## src/rtl/alu_pkg.sv

```systemverilog
// Shared definitions for the Y86-64 execute-stage ALU.
package alu_pkg;

    localparam int unsigned ALU_WIDTH = 64;

    typedef enum logic [1:0] {
        ALU_ADD = 2'b00,
        ALU_SUB = 2'b01,
        ALU_AND = 2'b10,
        ALU_XOR = 2'b11
    } alu_op_t;

endpackage

```

## src/rtl/alu_addsub.sv

```systemverilog
// Ripple-carry adder/subtractor: sum = a + (b ^ {sub}) + sub, with signed overflow.
module alu_addsub
    import alu_pkg::*;
#(
    parameter int unsigned WIDTH = ALU_WIDTH
) (
    input  logic [WIDTH-1:0] a,
    input  logic [WIDTH-1:0] b,
    input  logic             sub,
    output logic [WIDTH-1:0] sum,
    output logic             ovf
);

    logic [WIDTH-1:0] bx;
    logic             carry;
    logic             carry_msb;

    assign bx = b ^ {WIDTH{sub}};

    // Carry is kept as a loop-local running value so the chain is one combinational cone.
    always_comb begin
        sum       = '0;
        carry     = sub;
        carry_msb = 1'b0;
        for (int unsigned i = 0; i < WIDTH; i++) begin
            if (i == WIDTH - 1) begin
                carry_msb = carry;
            end
            sum[i] = a[i] ^ bx[i] ^ carry;
            carry  = (a[i] & bx[i]) | (carry & (a[i] ^ bx[i]));
        end
    end

    // Signed overflow: carry into the sign bit differs from carry out of it.
    assign ovf = carry_msb ^ carry;

endmodule

```

## src/rtl/alu_64bit.sv

```systemverilog
// Y86-64 execute-stage ALU: add/sub/and/xor with registered result and OF/ZF/SF flags.
module alu_64bit
    import alu_pkg::*;
#(
    parameter int unsigned WIDTH = ALU_WIDTH
) (
    input  logic             clk,
    input  logic             reset,
    input  logic             in_valid,
    input  logic [WIDTH-1:0] a,
    input  logic [WIDTH-1:0] b,
    input  logic [1:0]       op,
    output logic [WIDTH-1:0] ans,
    output logic             of,
    output logic             zf,
    output logic             sf,
    output logic             out_valid
);

    alu_op_t          op_sel;
    logic [WIDTH-1:0] sum;
    logic             sum_ovf;
    logic [WIDTH-1:0] res;
    logic             res_of;

    assign op_sel = alu_op_t'(op);

    alu_addsub #(
        .WIDTH(WIDTH)
    ) u_addsub (
        .a  (a),
        .b  (b),
        .sub(op_sel == ALU_SUB),
        .sum(sum),
        .ovf(sum_ovf)
    );

    always_comb begin
        res    = '0;
        res_of = 1'b0;
        unique case (op_sel)
            ALU_ADD, ALU_SUB: begin
                res    = sum;
                res_of = sum_ovf;
            end
            ALU_AND: res = a & b;
            ALU_XOR: res = a ^ b;
            default: ;
        endcase
    end

    always_ff @(posedge clk) begin
        if (reset) begin
            ans       <= '0;
            of        <= 1'b0;
            zf        <= 1'b1;
            sf        <= 1'b0;
            out_valid <= 1'b0;
        end else if (in_valid) begin
            ans       <= res;
            of        <= res_of;
            zf        <= (res == '0);
            sf        <= res[WIDTH-1];
            out_valid <= 1'b1;
        end else begin
            out_valid <= 1'b0;
        end
    end

endmodule

```

## config.mk

```make
export PLATFORM = sky130hd
export DESIGN_NAME = alu_64bit
export DESIGN_NICKNAME = d
export VERILOG_FILES = /design/src/rtl/alu_pkg.sv /design/src/rtl/alu_addsub.sv /design/src/rtl/alu_64bit.sv
export SDC_FILE = /design/constraint.sdc
export NUM_CORES = 1
export LEC_CHECK = 0
export ABC_AREA = 0
export ABC_CLOCK_PERIOD_IN_PS = 40600
export CAP_MARGIN = 10
export CORE_MARGIN = 2
export CORE_UTILIZATION = 40
export CTS_CLUSTER_DIAMETER = 200
export CTS_CLUSTER_SIZE = 30
export DETAILED_ROUTE_END_ITERATION = 7
export GPL_ROUTABILITY_DRIVEN = 0
export PLACE_DENSITY_LB_ADDON = 0.25
export SYNTH_ARGS = -nofsm -noshare
export SYNTH_HDL_FRONTEND = slang
export SYNTH_SLANG_ARGS = --single-unit
```

## constraint.sdc

```tcl
create_clock -name clk -period 40.6 [get_ports clk]
set_clock_uncertainty 0.15 [all_clocks]
set_input_delay 8.12 -clock clk [delete_from_list [all_inputs] [get_ports clk]]
set_output_delay 8.12 -clock clk [all_outputs]
set_load 0.01 [all_outputs]
```

==> flow_summary.ini <==
[clocking]
cts_buffer_depth = 2
htree_levels = 3
clk_pin_slew_ns = 0.06
cts_setup_buffers = 0
ctsHoldBuffers = 0
cts_resized = 0
cts.sinks = 67
cts_buffers = 9
cts_tree = built
cts-root-buf = clkbuf_16
clkLatencyLatePin_ns = 0.35

[synth]
yosysSeqAreaShare_pct = 19.8
netlist.area_leader.share_pct = 27.6
synth_area_sq_um = 6780
synth_nets = 910
syn_inst = 650
ys_ff_latch = 67
ys_warn_count = 0
ys_types = 23
syn_avg_cell_area_sq_um = 10.4
synth_top_area_cell = mux2i_1
ys_top_cells_by_area = mux2i_1 28%, dfxtp_1 20%, fa_1 19%, ha_1 12%, xnor2_1 7.7%

[sta]
fin_crit_sh_pct = 91.8
setup_tns_ns = 0
relSlewSlack_pct = 47.0
worst_slack_ns = 3.31
fin_crit_ns = 37.29
final_max_slew_viol_count = 0
rsz0062_at_grt = false
tightest_slew_ns = 0.795
clock.fmax_mhz = 26.8
finalHoldViolCount = 0
final-setup-viol-count = 0

[place]
dp_cells = 1038
pre_cts_ws_ns = 2.83
place_hpwl_um = 16100
io_buffers = 200

[worst_setup_path]
cp-endpoint = zf
critical_path_class = input port to flop
r2r_setup_slack_ns = 39.75
cpMaxStageDelayCell = buf_4
worstSetupEndpointType = flop
max_stage_delay_ns = 0.59
r2r-start = zf
worstSetupStartpoint = op[0]
cp-start-kind = input port
r2r-end = zf
crit_path_max_fanout = 36
cp_common_cell = fa_1
rr_worst_depth = 2
cp_data_required_time_ns = 40.72
crit_arrival_ns = 37.41

[pwr]
sequentialPowerShare_pct = 27.6
switching_share_pct = 34.7
peakVddDrop_uv = 20.8
power.density_nw_per_um2 = 30.9
clkPwrFrac_pct = 29.0
p_int_uw = 185
comb_power_share_pct = 43.4
total_power_uw = 283
p_sw_uw = 98.4
power_leakage_nw = 4.17

[grt]
grt_usage_pct = 22.7
grt_pass1_wl_um = 31100
grt_max_degree = 68
grt_pass1_vias = 5632
antenna_found_initial = 0
overflow = 0

[route]
drt-total-wl_um = 20100
drc = 0
vias_per_cell = 5.04
wl_per_cell_um = 19.1
drtPass1Iterations = 4
vias = 5309
ant_nets = 0
dr.first_iter.drc_count = 279

[die]
io-pin-count = 201
core_area_sq_um = 16600
dieHeight_um = 134
dieArea_sq_um = 18000
die_w_um = 134
initial_core_util_pct = 40.9
row_count = 47

[layout]
diodes = 0
final_core_util_pct = 55.3
final_cells = 1053
drive_gt1_share_pct = 3.24
fin_nets = 1089
fillers = 1473
area_growth_pct = 35.1

[min_path]
min_from = ans[0]
min_path_type = flop to flop

[job]
maxCapViolCount = 0

[status]
status = completed
[cells in the mapped netlist]
| master | count |
|---|---|
| mux2i_1 | 187 |
| nor2_1 | 69 |
| dfxtp_1 | 67 |
| inv_1 | 65 |
| ha_1 | 64 |
| fa_1 | 63 |
| xnor2_1 | 60 |
| nor4_1 | 16 |
| buf_4 | 15 |
| clkbuf_1 | 10 |
| buf_2 | 8 |
| a21oi_1 | 5 |
| buf_6 | 4 |
| nand4_1 | 4 |
| xor2_1 | 4 |
| nor2b_1 | 2 |
| a211oi_1 | 1 |
| buf_1 | 1 |
| mux2_2 | 1 |
| nand2_1 | 1 |
| nor3_1 | 1 |
| o31ai_1 | 1 |
| or2_0 | 1 |
[per-stage QoR]
step	hold WS (ns)	instance area (sq um)
final	0.334	9160
after global routing	0.371	9160
after CTS	0.334	9160
after detailed placement	0.326	8860
after global placement	0.323	8860
after floorplan	0.355	6780
[layer usage]
layer	global-route usage [%]	part of all wire [%]	wire [um]	up-vias
li1	-	-	-	2537
met1	31.0	45	9060	2549
met2	36.0	46	9160	197
met3	5.25	7.4	1490	26
met4	6.78	2.0	396	0
met5	0	0	0	-
[how the worst min path moves through the flow]
| stage | to | slack, ns | cells past startpoint |
|---|---|---|---|
| 2_1_floorplan | ans[0] | 0.35 | 2 |
| 3_3_place_gp | ans[3] | 0.32 | 2 |
| 3_5_place_dp | ans[0] | 0.33 | 2 |
| 4_1_cts | ans[0] | 0.33 | 2 |
| 5_1_grt | ans[27] | 0.37 | 2 |
| 6_report | ans[0] | 0.33 | 2 |
[flip-flops by register name (all words and copies together) (netlist names)]
register,cells
zf,1
of,1
ans,64
out_valid,1
[logic make-up after synthesis]
| family | after synthesis | share of synthesized area (%) |
|---|---|---|
| flops | 67 | 19.8 |
| mux | 188 | 27.8 |
| buf+inv | 103 | 7.12 |
| fa+ha+maj | 127 | 30.4 |
| xor+xnor | 64 | 8.27 |
| compound gates | 7 | 0.590 |
| simple gates | 94 | 6.07 |
[area by class of cell]
type / count / area (sq um) / share of cell area, %
clock buffer: 11 / 253 / 2.76
clock inverter: 4 / 50.0 / 0.546
tap: 220 / 275 / 3.00
inverter: 65 / 244 / 2.66
sequential: 67 / 1340 / 14.6
timing repair buffer: 206 / 2030 / 22.2
multi-input combinational: 480 / 4960 / 54.2
[worst max-delay path, delay by kind of cell]
| family | cells | cell delay [ns] |
|---|---|---|
| AND/OR/NAND/NOR | 4 | 0.82 |
| XOR/XNOR | 1 | 0.16 |
| AO/OA/AOI/OAI | 2 | 0.26 |
| adder cells (fa/ha/maj) | 61 | 26.25 |
| buffers and inverters | 6 | 1.72 |
[power groups by stage]
stage / combinational, mW / sequential, mW / clock [mW]
3_5_place_dp: 0.123 / 0.0793 / 0
4_1_cts: 0.124 / 0.0780 / 0.0844
5_1_grt: 0.136 / 0.0787 / 0.0868
3_3_place_gp: 0.120 / 0.0792 / 0
6_report: 0.123 / 0.0781 / 0.0821
2_1_floorplan: 0.0663 / 0.0819 / 0
[placed cells by master, fill, tap and decap left out, types with 16 or more instances in the layout]
cell type	count
clkdlybuf4s50_1	196
mux2i_1	187
nor2_1	69
dfxtp_1	67
inv_1	65
ha_1	64
fa_1	63
xnor2_1	60
nor4_1	16
Note: power is estimated with default switching activity, not from simulation.
